<file path="config.mk">
export PLATFORM = sky130hd
export DESIGN_NAME = zero_skip_scheduler
export DESIGN_NICKNAME = d
export VERILOG_FILES = /design/src/rtl/zero_skip_scheduler.sv
export SDC_FILE = /design/constraint.sdc
export NUM_CORES = 1
export LEC_CHECK = 0
export CAP_MARGIN = 20
export CORE_MARGIN = 8
export CORE_UTILIZATION = 44
export DETAILED_ROUTE_END_ITERATION = 12
export PLACE_DENSITY_LB_ADDON = 0.12
export SLEW_MARGIN = 20
export SYNTH_ARGS = -nofsm -noshare
export SYNTH_HDL_FRONTEND = slang
export SYNTH_SLANG_ARGS = --single-unit
</file>
<file path="constraint.sdc">
create_clock -name clk -period 2.5 [get_ports clk]
set_clock_uncertainty 0.05 [all_clocks]
set_input_delay 0.375 -clock clk [delete_from_list [all_inputs] [get_ports clk]]
set_output_delay 0.375 -clock clk [all_outputs]
set_load 0.02 [all_outputs]
</file>
<file path="src/rtl/zero_skip_scheduler.sv">
// Zero-skipping sequencer in front of a PE/MAC column: drops near-zero FP16 pairs, issues the rest.
// Optional skip/issue statistics are built only when ZERO_SKIP_STATS_EN is defined.
module zero_skip_scheduler #(
    parameter int WIDTH_A = 16,
    parameter int WIDTH_B = 16,
    parameter int WIDTH_T = 2,
    parameter int CNT_W   = 8
) (
    input  logic               clk,
    input  logic               rst,
    input  logic               start,
    input  logic [CNT_W-1:0]   len,
    input  logic [WIDTH_T-1:0] thres,
    input  logic               in_valid,
    input  logic [WIDTH_A-1:0] in_a,
    input  logic [WIDTH_B-1:0] in_b,
    output logic               in_ready,
    output logic               out_valid,
    output logic [WIDTH_A-1:0] out_a,
    output logic [WIDTH_B-1:0] out_b,
    input  logic               out_ready,
    output logic               busy,
    output logic               done,
    output logic [CNT_W-1:0]   skip_cnt,
    output logic [CNT_W-1:0]   issue_cnt
);

    typedef enum logic [1:0] {S_IDLE, S_RUN, S_DRAIN, S_DONE} state_t;

    state_t             state, state_nxt;
    logic [CNT_W-1:0]   rem;
    logic [WIDTH_T-1:0] thr;
    logic               vld_p1;
    logic [WIDTH_A-1:0] a_p1;
    logic [WIDTH_B-1:0] b_p1;

    logic accept, pair_zero, load, drain_hs, burst_go;

    // Magnitude-zero or exponent below threshold on either operand; sign bit is ignored.
    function automatic logic is_zero(input logic [14:0] a, input logic [14:0] b,
                                     input logic [WIDTH_T-1:0] t);
        logic [4:0] t5;
        t5 = 5'(t);
        return (a == 15'd0) || (b == 15'd0) || (a[14:10] < t5) || (b[14:10] < t5);
    endfunction

    assign in_ready  = (state == S_RUN) && (rem != '0) && (!vld_p1 || out_ready);
    assign accept    = in_valid && in_ready;
    assign pair_zero = is_zero(in_a[14:0], in_b[14:0], thr);
    assign load      = accept && !pair_zero;
    assign drain_hs  = vld_p1 && out_ready;
    assign burst_go  = (state == S_IDLE) && start;

    always_comb begin
        state_nxt = state;
        case (state)
            S_IDLE:  if (start) state_nxt = (len == '0) ? S_DONE : S_RUN;
            S_RUN:   if (accept && rem == CNT_W'(1)) state_nxt = S_DRAIN;
            S_DRAIN: if (!vld_p1 || out_ready) state_nxt = S_DONE;
            S_DONE:  state_nxt = S_IDLE;
            default: state_nxt = S_IDLE;
        endcase
    end

    // Stage p0 -> p1: accepted non-zero pair enters the output register
    always_ff @(posedge clk) begin
        if (rst) begin
            state  <= S_IDLE;
            rem    <= '0;
            thr    <= '0;
            vld_p1 <= 1'b0;
            a_p1   <= '0;
            b_p1   <= '0;
        end else begin
            state <= state_nxt;
            if (burst_go) begin
                rem <= len;
                thr <= thres;
            end else if (accept) begin
                rem <= rem - 1'b1;
            end
            if (load) begin
                vld_p1 <= 1'b1;
                a_p1   <= in_a;
                b_p1   <= in_b;
            end else if (drain_hs) begin
                vld_p1 <= 1'b0;
            end
        end
    end

    assign out_valid = vld_p1;
    assign out_a     = a_p1;
    assign out_b     = b_p1;
    assign busy      = (state == S_RUN) || (state == S_DRAIN);
    assign done      = (state == S_DONE);

`ifdef ZERO_SKIP_STATS_EN
    logic [CNT_W-1:0] skip_q, issue_q;

    always_ff @(posedge clk) begin
        if (rst || burst_go) begin
            skip_q  <= '0;
            issue_q <= '0;
        end else if (accept) begin
            if (pair_zero) skip_q  <= skip_q + 1'b1;
            else           issue_q <= issue_q + 1'b1;
        end
    end

    assign skip_cnt  = skip_q;
    assign issue_cnt = issue_q;
`else
    assign skip_cnt  = '0;
    assign issue_cnt = '0;
`endif

endmodule
</file>
==> results of run 1 <==
synth_stat cells (2+ instances only):
cell type                   n  share of area
sky130_fd_sc_hd__and3_1     3         0.0075
sky130_fd_sc_hd__inv_1      7          0.010
sky130_fd_sc_hd__o22ai_1    3         0.0075
sky130_fd_sc_hd__or4_1      2         0.0060
sky130_fd_sc_hd__nand3_1    3         0.0060
sky130_fd_sc_hd__o31ai_1    2         0.0060
sky130_fd_sc_hd__mux2i_1   31           0.12
sky130_fd_sc_hd__ha_1      10          0.050
sky130_fd_sc_hd__a21oi_1    5          0.010
sky130_fd_sc_hd__nand2_1    7          0.010
sky130_fd_sc_hd__dfxtp_1   45           0.36
sky130_fd_sc_hd__buf_6      5          0.022
sky130_fd_sc_hd__clkbuf_1   9          0.013
sky130_fd_sc_hd__o21ai_0    2         0.0040
sky130_fd_sc_hd__nor4_1    11          0.027
sky130_fd_sc_hd__xnor2_1    7          0.024
sky130_fd_sc_hd__nor3_1     3         0.0060
sky130_fd_sc_hd__buf_4     16          0.048
sky130_fd_sc_hd__nor2_1    12          0.018
sky130_fd_sc_hd__a211oi_1   6          0.018
sky130_fd_sc_hd__nand2b_1  70           0.17
state kept, by name, indices dropped and copies added, names as in the netlist:
| signal | count |
|---|---|
| thr | 2 |
| out_b | 16 |
| state | 2 |
| out_valid | 1 |
| out_a | 16 |
| rem | 8 |
layout make-up:
type | instances | area [µm²]
Clock inverter | 1 | 30.0
Multi-Input combinational cell | 206 | 1430
Timing Repair Buffer | 84 | 833
Fill cell | 480 | 2110
Sequential cell | 45 | 901
Clock buffer | 7 | 86.3
Tap cell | 72 | 90.1
Inverter | 7 | 26.3
how the worst max path moves through the flow:
stage                          start  depth (start not counted)  slack, ps                endpoint
5_1_grt                     in_a[11]                          6        180  out_b[14]$_SDFFE_PP0P_
6_report                    in_a[11]                          6        280  out_b[14]$_SDFFE_PP0P_
2_1_floorplan  state[1]$_SDFFE_PP0P_                          6        740   state[0]$_SDFFE_PP0P_
3_5_place_dp                in_a[11]                          6        -20   out_a[0]$_SDFFE_PP0P_
4_1_cts          rem[0]$_SDFFE_PP0P_                          5         50                in_ready
3_3_place_gp                in_a[11]                          6         80   out_a[5]$_SDFFE_PP0P_
per-layer routing:
metal	global-route usage	vias up	routed length [µm]	share of wire
met5	0	-	0	0
met4	0.0382	0	61	0.0098
met3	0.0477	6	429	0.069
met2	0.244	68	2980	0.48
met1	0.168	959	2740	0.44
li1	-	1042	-	-
power groups by stage:
stage | registers [mW] | logic (mW) | clock network (mW)
2_1_floorplan | 1.02 | 0.592 | 0
3_3_place_gp | 0.939 | 0.975 | 0
3_5_place_dp | 0.945 | 0.987 | 0
4_1_cts | 0.929 | 0.999 | 0.580
5_1_grt | 0.947 | 1.07 | 0.614
6_report | 0.928 | 0.990 | 0.565
logic make-up after synthesis:
group / count (synthesis) / synth area share
XOR/XNOR: 7 / 0.0244
AND/OR/NAND/NOR: 120 / 0.289
buffers and inverters: 37 / 0.0943
multiplexers: 32 / 0.128
AO/OA/AOI/OAI: 21 / 0.0534
flip-flops: 45 / 0.359
adder cells (fa/ha/maj): 10 / 0.0499
other: 1 / 0.00149
tightest hold or removal path, cell delays in order (launching register included):
cell and delay (ps):
sky130_fd_sc_hd__dfxtp_1 320, sky130_fd_sc_hd__nand2_1 50, sky130_fd_sc_hd__a21oi_1 50
metrics by stage:
stage,worst slack [ps],util,hold slack (ps),instance area (µm²)
global route,178,0.617,434,3400
finish,279,0.617,412,3400
global placement,75.3,0.595,397,3280
CTS,46.0,0.616,415,3390
floorplan,737,-,386,2560
detailed placement,-17.0,0.595,403,3280
==> results summary, run 1 <==
The run finished with clean final reports. The count of endpoints failing setup in the final report is 0. Routability-driven placement finished with a final weighted congestion of ~0.79. The via count came out at 2075.

The setup slack on the worst flop-to-flop path came out at roughly 450 ps. The hold path startpoint is thr[1]$_SDFFE_PP0P_. The aggregate routed wire length is ~6200 µm. The net switching power of the design is between 0.8 and 0.9 mW. For the pin with the worst max-slew slack, the measured transition is just over 1000 ps. The cell with the largest stage delay on the worst path is sky130_fd_sc_hd__and3_4. The worst register-to-register path ends at out_b[14]$_SDFFE_PP0P_. The number of global-route vias before repair came to 2109. The overall track demand over capacity in global routing came out at 0.144. In this run the critical register-to-register path is launched from thr[1]$_SDFFE_PP0P_. STA classifies the critical path startpoint as an input pin. The initial antenna violation count is 0. Counting every instance in the synthesized netlist gives roughly 270. The peak ir drop on the vdd network came out at 0.429 mV. In the layout the commonest cells are sky130_fd_sc_hd__clkdlybuf4s50_1, sky130_fd_sc_hd__nand2b_1, sky130_fd_sc_hd__dfxtp_1. The worst hold path endpoint is thr[1]$_SDFFE_PP0P_. The combinational fraction of design power is 0.399.

The final antenna diode count is 0. The max-slew violation count came out at 0. At the worst endpoint, the arrival time is between 2000 and 2500 ps. Leaving out fill and tap cells, the most frequent cell in the layout is sky130_fd_sc_hd__clkdlybuf4s50_1. The post-synthesis async set-or-reset flop share came out at 0.

The TritonCTS clock tree is done. The mean area per synthesized cell is 9.19 µm². The share of total power dissipated in the clock network is 0.228. The signal on the critical path passes through clkdlybuf4s50_1 > ha_1 > a21oi_1 > o21ai_0 > and3_4 > mux2i_1. The buffering stage count on the worst path with inverters included is 1.

Of the available clock period, the critical path in the final layout requires 0.888. The number of flip-flops and latches in the synthesized netlist came out at 45. Entering global routing, the biggest net connects 81 pins. The die is 91.5 µm wide. The quantity of gates resized following cts is 1. The clock tree root buffer cell is sky130_fd_sc_hd__clkbuf_8. The worst stage delay on the critical path is around 640 ps. The proportion of total power due to net switching came out at 0.338.

The synthesis-to-layout area growth is 35.4%. The die covers ~8400 µm². The post-route DRC violation count is 0. The cell depth of the worst flop-to-flop path is 6. The kind of end point of the critical path is a register. For this design the static power due to leakage is 1.24 nW. The internal power of the cells totals 1.64 mW.

Before antenna repair, the detailed router went through 4 iterations. Among all flip-flop cells after synthesis, the most frequent one is sky130_fd_sc_hd__dfxtp_1. Post-CTS timing repair inserted 0 buffers for setup. Buffers inserted during clock tree synthesis total 5. The total of warnings raised by yosys came out at 0. The net total in the final layout is 406.

The remaining antenna violation count is 0. Buffers inserted to repair hold after CTS numbered 0. The detailed router finished its first iteration with 39 violations. The count of placed standard cells in the final layout, fillers left out came out at 422.

The data required time at the worst endpoint is approximately 2700 ps. In this run the power density over the cells is between 700 and 800 nW/µm². Setup repair after global routing left no endpoint under its margin. The row count came out at 27.

In this run the cell area of the synthesized design comes to 2510 µm². In this run the tool buffered the top-level ports with ~80 buffer cells. The insertion delay to the later sink of the worst-skew pair came out at 290 ps.

The detailed placement HPWL came out at around 4700 µm. The first global-routing pass estimated between 10000 and 15000 µm of wire. For this run, the register share of the synthesized area comes to 0.359. The number of failing hold endpoints at the final stage is 0. The number of vias per cell came out at around 5. The number of placed instances, taps included came out at between 400 and 500. The core box area is between 5000 and 6000 µm². The accumulated negative setup slack came out at 0 ps. The timing-limited maximum frequency is around 0.45 GHz. The largest fanout on the critical path is 32. For this configuration, the core starts out at a cell density of 0.456. The share of power burned in registers is 0.374. The class of the most critical hold timing path is reg -> reg.

The cell depth of the worst min-delay path is 2. The H-tree depth came out at 2. The post-synthesis cell type count came out at 35.

In the final layout, the share of cells above drive strength 1 is 0.0457. The number of synthesized flops with an enable pin is 0. The cell family contributing the most delay on the critical path is simple AND/OR/NAND/NOR gates. The count of pins on the block boundary is approximately 100. The number of clock sinks seen by CTS is 45. The total power of the final layout came out at about 2.5 mW. The vertical die dimension is 91.5 µm. The leftover overflow at the end of global routing is 0. The minimum clock period is around 2200 ps. The relative max-transition margin came out at 0.325.

The max capacitance violation total came out at 0. The routed wire length per instance is around 15 µm. The longest clock path from root to sink contains 2 buffers.

The critical path start-end classification is in -> reg. The clock transition time at the flip-flop clock pins of the worst setup and hold paths came out at around 80 ps.
(Power assumes the default switching activity.)
==> run 2, diff against run 1 <==
--- a/config.mk
+++ b/config.mk
@@ -11,5 +11,4 @@
 export DETAILED_ROUTE_END_ITERATION = 12
 export PLACE_DENSITY_LB_ADDON = 0.12
-export SLEW_MARGIN = 20
 export SYNTH_ARGS = -nofsm -noshare
 export SYNTH_HDL_FRONTEND = slang
==> constraint.sdc (replaced) <==
create_clock -name clk -period 2.5 [get_ports clk]
set_clock_uncertainty 0.05 [all_clocks]
set_input_delay 0.5 -clock clk [delete_from_list [all_inputs] [get_ports clk]]
set_output_delay 0.5 -clock clk [all_outputs]
set_load 0.02 [all_outputs]
==> results summary, run 2 (synthesized netlist as in run 1, its figures left out) <==
The number of vias per cell is 4.76 (was 4.92). The overall track demand over capacity in global routing is 0.146 (was 0.144). The detailed placement HPWL is 4580 µm (was 4740 µm). The net switching power of the design is 0.830 mW (was 0.839 mW). The largest fanout on the critical path is 32 (unchanged). The clock transition time at the flip-flop clock pins of the worst setup and hold paths is 80 ps (about the same). The cell-internal power is 1.55 mW (was 1.64 mW). The data required time at the worst endpoint came to 2660 ps (was 2670 ps).

The count of buffers from port buffering is 82 (unchanged). The quantity of hold-fixing buffers added after cts came out at 0 (unchanged). The largest net degree at the start of global routing came out at 81 (unchanged). The max capacitance violation total came out at 0 (unchanged). The count of endpoints failing setup in the final report is 0 (unchanged).

The remaining antenna violation count was 0 (unchanged). The data arrival time of the critical path came to 2480 ps (was 2390 ps). List of cells traversed by the critical path: clkdlybuf4s50_1 > ha_1 > a21oi_1 > o21ai_0 > and3_4 > mux2i_1 (unchanged). The via count came out at 2028 (was 2075). The number of placed instances, taps included is 419 (was 414). The aggregate routed wire length is 6090 µm (was 6210 µm). The insertion delay to the later sink of the worst-skew pair is 290 ps (about the same). The hold path startpoint was thr[1]$_SDFFE_PP0P_ (unchanged). The count of placed standard cells in the final layout, fillers left out is 426 (was 422). The count of pins on the block boundary was 99 (unchanged). The weighted congestion at the end of routability-driven global placement came out at 0.779 (was 0.792). The die area is 8370 µm² (unchanged).

The post-route DRC violation count came out at 0 (unchanged). The category of cells accounting for the largest share of critical-path delay was simple AND/OR/NAND/NOR gates (unchanged). The row count came out at 27 (unchanged).

The critical path start-end classification is in -> reg (unchanged). The combinational fraction of design power is 0.419 (was 0.399). The detailed-routing iteration count for the pre-antenna-repair pass came out at 4 (unchanged). The initial standard-cell utilization of the core is 0.456 (unchanged). The fraction of layout instances using a drive strength above 1 is 0.0537 (was 0.0457).

The proportion of total power due to net switching is 0.349 (was 0.338). The die extent in x came out at 91.5 µm (unchanged). The minimum clock period is 2320 ps (was 2220 ps). The critical path startpoint is in_a[11] (unchanged). The share of power burned in registers came to 0.388 (was 0.374). The maximum clock path buffer count came to 2 (unchanged). The max-slew violation count came to 0 (unchanged). The startpoint type of the worst setup path is an input pin (unchanged). The vertical die dimension is 91.5 µm (unchanged). The number of buffers added by the clock tree synthesis step came to 5 (unchanged). The core box area is 5510 µm² (unchanged). The number of clock sinks seen by CTS came out at 45 (unchanged). Leading cell types in the layout, fill and taps excluded: sky130_fd_sc_hd__clkdlybuf4s50_1, sky130_fd_sc_hd__nand2b_1, sky130_fd_sc_hd__dfxtp_1 (unchanged). The starting DRC count in detailed routing came out at 99 (was 39).

The net total in the final layout came out at 411 (was 406). The reg-to-reg critical path startpoint is rem[0]$_SDFFE_PP0P_ (was thr[1]$_SDFFE_PP0P_). The cell with the largest stage delay on the worst path is sky130_fd_sc_hd__and3_4 (unchanged).

The kind of end point of the critical path is a register (unchanged). The relative contribution of the clock network to total power came to 0.193 (was 0.228). The class of the most critical hold timing path was reg -> reg (unchanged). Unrepaired setup endpoints after global routing: false (unchanged). The routed wire length per instance is 14.3 µm (was 14.7 µm). The final worst-path cycle share came out at 0.927 (was 0.888).

The actual transition at the worst max-transition pin is 1030 ps (was 1010 ps). Status: completed (unchanged). The static leakage is 1.24 nW (about the same).

The number of failing hold endpoints at the final stage came to 0 (unchanged). The peak ir drop on the vdd network came out at 0.518 mV (was 0.429 mV). The timing-limited maximum frequency came out at 0.431 GHz (was 0.450 GHz). The H-tree depth is 2 (unchanged). The synthesis-to-layout area growth is 35.6% (was 35.4%). The relative max-transition margin is 0.311 (was 0.325). The worst hold margin is 407 ps (was 412 ps).

The clock tree root buffer cell is sky130_fd_sc_hd__clkbuf_8 (unchanged). The initial antenna violation count came to 0 (unchanged). The number of global-route vias before repair came out at 2125 (was 2109).

The leftover overflow at the end of global routing came out at 0 (unchanged). The buffering stage count on the worst path with inverters included was 1 (unchanged). The TritonCTS clock tree is done (unchanged).

The worst stage delay on the critical path is 620 ps (was 640 ps). The first-pass GRT wire length came out at 10100 µm (about the same). The final antenna diode count is 0 (unchanged). The commonest non-fill, non-tap cell in the layout is sky130_fd_sc_hd__clkdlybuf4s50_1 (unchanged). The areal power density over the cells came to 699 nW/µm² (was 731 nW/µm²).
run 2: cell types whose count changed in the layout (fill, tap and decap cells not counted):
cell	change
sky130_fd_sc_hd__and3_1	+1
sky130_fd_sc_hd__bufinv_16	-1
sky130_fd_sc_hd__buf_4	+5
sky130_fd_sc_hd__and3_2	-1
run 2: final cells by class:
cell class	count	area [µm²]
fillers	489	2100
multi-input cells	206	1430
clock buffers	7	86.3
flip-flops and latches	45	901
well taps	72	90.1
repair buffers	89	871
inverters	7	26.3
run 2: worst paths after layout:
check	endpoint	slack, ps	cells after the start
worst min register to register	thr[1]$_SDFFE_PP0P_	410	2
worst min-delay path	thr[1]$_SDFFE_PP0P_	410	2
worst max register to register	out_b[9]$_SDFFE_PP0P_	410	7
worst max-delay path	out_b[9]$_SDFFE_PP0P_	180	6
run 2: per-layer routing:
metal,wire [µm],vias to the layer above,GRT usage
met1,2900,913,0.178
met2,2770,61,0.242
met3,363,5,0.0436
li1,-,1049,-
met4,55,0,0.0368
met5,0,-,0
run 2: per-stage QoR:
step / power (mW) / util / setup slack (ps) / TNS, ps / area (µm²)
4_1_cts: 2.41 / 0.617 / 44.5 / 0 / 3400
2_1_floorplan: 1.61 / - / 667 / 0 / 2560
6_report: 2.38 / 0.618 / 181 / 0 / 3400
5_1_grt: 2.54 / 0.618 / 39.3 / 0 / 3400
3_5_place_dp: 1.94 / 0.602 / -101 / -1990 / 3310
3_3_place_gp: 1.93 / 0.602 / -91.5 / -2770 / 3310
run 2: worst register-to-register path: cells and delay by family, from the launching register on:
family / cells / cell delay [ps]
fa+ha+maj: 1 / 220
buf+inv: 2 / 250
flops: 1 / 370
mux: 1 / 300
simple gates: 3 / 830
run 2: power by group through the flow:
stage | clock network, mW | logic (mW) | registers (mW)
after global routing | 0.499 | 1.09 | 0.947
after detailed placement | 0 | 1.00 | 0.942
final | 0.459 | 0.996 | 0.924
after CTS | 0.471 | 1.01 | 0.926
after floorplan | 0 | 0.592 | 1.02
after global placement | 0 | 0.991 | 0.940
run 2: repair_timing:
item                       CTS  global route
setup endpoints to repair    0             1
buffers inserted             0             0
gates resized for setup      0             1
==> run 3, diff against run 2 <==
- ABC_AREA: default -> 1
- CORE_UTILIZATION: 44 -> 45
- SLEW_MARGIN: default -> 20
- TNS_END_PERCENT: default -> 1
==> results summary, run 3 <==
The number of synthesized flops with an enable pin is 0 (unchanged). The starting DRC count in detailed routing came out at 112 (was 99). The data required time at the worst endpoint was 1950 ps (was 2660 ps). The timing-limited maximum frequency is 0.413 GHz (was 0.431 GHz). The die extent in x was 92.5 µm (was 91.5 µm).

Leading cell types in the layout, fill and taps excluded: sky130_fd_sc_hd__nand2_1, sky130_fd_sc_hd__clkdlybuf4s50_1, sky130_fd_sc_hd__nor2_1 (was sky130_fd_sc_hd__clkdlybuf4s50_1, sky130_fd_sc_hd__nand2b_1, sky130_fd_sc_hd__dfxtp_1). The areal power density over the cells was 994 nW/µm² (was 699 nW/µm²). The static leakage came to 1.62 nW (was 1.24 nW). The area of placed instances came out at 3460 µm² (was 3310 µm²).

The largest fanout on the critical path came out at 2 (was 32). The instance count of the mapped netlist came out at 401 (was 273). The net total in the final layout is 538 (was 411). Top cells by instance count after synthesis: sky130_fd_sc_hd__nand2_1, sky130_fd_sc_hd__nor2_1, sky130_fd_sc_hd__inv_1 (was sky130_fd_sc_hd__nand2b_1, sky130_fd_sc_hd__dfxtp_1, sky130_fd_sc_hd__mux2i_1).

The main flop type after synthesis is sky130_fd_sc_hd__dfxtp_1 (unchanged). The post-route DRC violation count came out at 0 (unchanged). The accumulated negative setup slack is 0 ps (unchanged). The die area came out at 8560 µm² (was 8370 µm²). The core box area came out at 5780 µm² (was 5510 µm²).

The number of clock sinks seen by CTS came out at 45 (unchanged). The critical path start-end classification is in -> out (was in -> reg). Unrepaired setup endpoints after global routing: false (unchanged). The minimum clock period is 2420 ps (was 2320 ps). Status: completed (unchanged). The post-synthesis cell type count came out at 28 (was 35). The worst stage delay on the critical path came out at 610 ps (was 620 ps). The fraction of layout instances using a drive strength above 1 is 0.0747 (was 0.0537).

The TritonCTS clock tree is done (unchanged). The post-synthesis async set-or-reset flop share came out at 0 (unchanged). Cell types with the largest area share after synthesis: sky130_fd_sc_hd__dfxtp_1, sky130_fd_sc_hd__nand2_1, sky130_fd_sc_hd__nor2_1 (was sky130_fd_sc_hd__dfxtp_1, sky130_fd_sc_hd__nand2b_1, sky130_fd_sc_hd__mux2i_1). The largest net degree at the start of global routing came out at 36 (was 81).

The aggregate routed wire length came out at 6840 µm (was 6090 µm). The remaining antenna violation count is 0 (unchanged). The peak ir drop on the vdd network came out at 0.607 mV (was 0.518 mV). The number of flip-flops and latches in the synthesized netlist came out at 45 (unchanged). The via count came out at 2580 (was 2028). The max capacitance violation total came out at 0 (unchanged). The number of buffers added by the clock tree synthesis step came to 5 (unchanged). The leftover overflow at the end of global routing was 0 (unchanged). The first-pass GRT wire length came out at 11200 µm (was 10100 µm). The cell area after synthesis is 2630 µm² (was 2510 µm²). The number of global-route vias before repair came to 2430 (was 2125). The clock tree root buffer cell is sky130_fd_sc_hd__clkbuf_8 (unchanged).

The count of endpoints failing setup in the final report came out at 0 (unchanged). The area taken by multi-input logic gates came to 1370 µm² (was 1430 µm²). The final worst-path cycle share is 0.969 (was 0.927). The startpoint type of the worst setup path is an input pin (unchanged). The maximum clock path buffer count came out at 2 (unchanged). The most common cell in the synthesized netlist is sky130_fd_sc_hd__nand2_1 (was sky130_fd_sc_hd__nand2b_1). The weighted congestion at the end of routability-driven global placement came to 0.797 (was 0.779).

The kind of end point of the critical path is an output port (was register). The finished layout cell area is 3560 µm² (was 3400 µm²). The row count is 28 (was 27). The overall track demand over capacity in global routing was 0.158 (was 0.146). The quantity of gates resized following cts came out at 0 (unchanged). The number of failing hold endpoints at the final stage is 0 (unchanged). The initial standard-cell utilization of the core is 0.456 (about the same). The insertion delay to the later sink of the worst-skew pair is 300 ps (was 290 ps). List of cells traversed by the critical path: clkdlybuf4s50_1 > inv_1 > nand2_1 > nand2_1 > nor2_4 > clkdlybuf4s50_1 (was clkdlybuf4s50_1 > ha_1 > a21oi_1 > o21ai_0 > and3_4 > mux2i_1).

The final antenna diode count is 0 (unchanged). The H-tree depth was 2 (unchanged). The total of warnings raised by yosys came out at 0 (unchanged).

The max-slew violation count came out at 0 (unchanged). The number of vias per cell came out at 4.63 (was 4.76). The initial antenna violation count is 0 (unchanged). The class of the most critical hold timing path is reg -> reg (unchanged). The count of pins on the block boundary was 99 (unchanged).

The cell with the largest stage delay on the worst path is sky130_fd_sc_hd__clkdlybuf4s50_1 (was sky130_fd_sc_hd__and3_4). The detailed placement HPWL came out at 5160 µm (was 4580 µm). The clock transition time at the flip-flop clock pins of the worst setup and hold paths came to 80 ps (about the same). The count of placed standard cells in the final layout, fillers left out is 557 (was 426). The filler cell count came to 574 (was 489). The dominant cell type by area after synthesis is sky130_fd_sc_hd__dfxtp_1 (unchanged). The quantity of hold-fixing buffers added after cts came out at 0 (unchanged). The number of placed instances, taps included was 549 (was 419). The fraction of post-synthesis cell area in the top cell type by area is 0.342 (was 0.359).

The routed wire length per instance is 12.3 µm (was 14.3 µm). The vertical die dimension came out at 92.5 µm (was 91.5 µm). The data arrival time of the critical path was 1870 ps (was 2480 ps). The storage element area came to 901 µm² (unchanged).

The count of buffers from port buffering is 82 (unchanged). The detailed-routing iteration count for the pre-antenna-repair pass is 6 (was 4). The sequential fraction of the synthesis area was 0.342 (was 0.359). The commonest non-fill, non-tap cell in the layout is sky130_fd_sc_hd__nand2_1 (was sky130_fd_sc_hd__clkdlybuf4s50_1). The post-CTS setup buffer count came out at 0 (unchanged).

The mean area per synthesized cell is 6.57 µm² (was 9.19 µm²). The synthesis-to-layout area growth came out at 35.2% (was 35.6%).
## run 3: cell types whose count changed after synthesis, sizes merged, moves of 3 or more
cell    delta
a211oi     -6
a21oi      +8
and3       -4
inv       +45
mux2i     -31
nand2     +82
nand2b    -70
nand3      +9
nand4     +31
nor2      +80
nor4      -12
o21ai      +7
o22ai      -3
xnor2      -6
## run 3: routing by layer
| layer | up-vias | GRT usage | wire, µm |
|---|---|---|---|
| li1 | 1378 | - | - |
| met1 | 1122 | 0.188 | 3020 |
| met2 | 74 | 0.269 | 3260 |
| met3 | 6 | 0.0485 | 495 |
| met4 | 0 | 0.0443 | 70 |
| met5 | - | 0 | 0 |
## run 3: area by class of cell
type                       count  area share
clock buffer                   7      0.0271
clock inverter                 1     0.00141
inverter                      54      0.0583
multi-input combinational    284       0.384
sequential                    45       0.253
tap                           75      0.0264
timing repair buffer          91       0.250
## run 3: critical path, delay by kind of cell
kind	cells	cell delay [ps]
buffers and inverters	3	1110
AND/OR/NAND/NOR	3	260
## run 3: worst paths after layout
check	start	endpoint	slack [ps]	cells after the start
worst min-delay path	out_a[12]$_SDFFE_PP0P_	out_a[12]$_SDFFE_PP0P_	430	2
worst max-delay path	out_ready	in_ready	80	6
worst min register to register	out_a[12]$_SDFFE_PP0P_	out_a[12]$_SDFFE_PP0P_	430	2
worst max register to register	state[0]$_SDFFE_PP0P_	rem[0]$_SDFFE_PP0P_	510	7
## run 3: kinds of logic (layout without fill, tap and decap cells)
logic type	Yosys count	in the layout	share of synthesized area
and+or+nand+nor	229	229	0.387
buffers and inverters	87	153	0.160
DFF	45	45	0.342
AOI/OAI and AO/OA	27	27	0.0551
adders and majority gates	10	10	0.0475
xor gates and xnor gates	2	2	0.00665
other	1	16	0.00142
## run 3: where the power goes
group          leakage [nW]  switching [mW]  internal [mW]
Clock                0.0542           0.247          0.250
Sequential            0.367           0.160          0.945
Combinational          1.20            1.10          0.833
Total                  1.62            1.51           2.03
## run 3: through the flow
step	power, mW	worst slack, ps	hold WS, ps	util
after floorplan	2.45	775	404	-
after global placement	3.03	90.1	411	0.598
after detailed placement	3.07	77.7	421	0.598
after CTS	3.57	70.2	439	0.616
after global routing	3.85	14.9	459	0.616
final	3.54	77.6	434	0.616
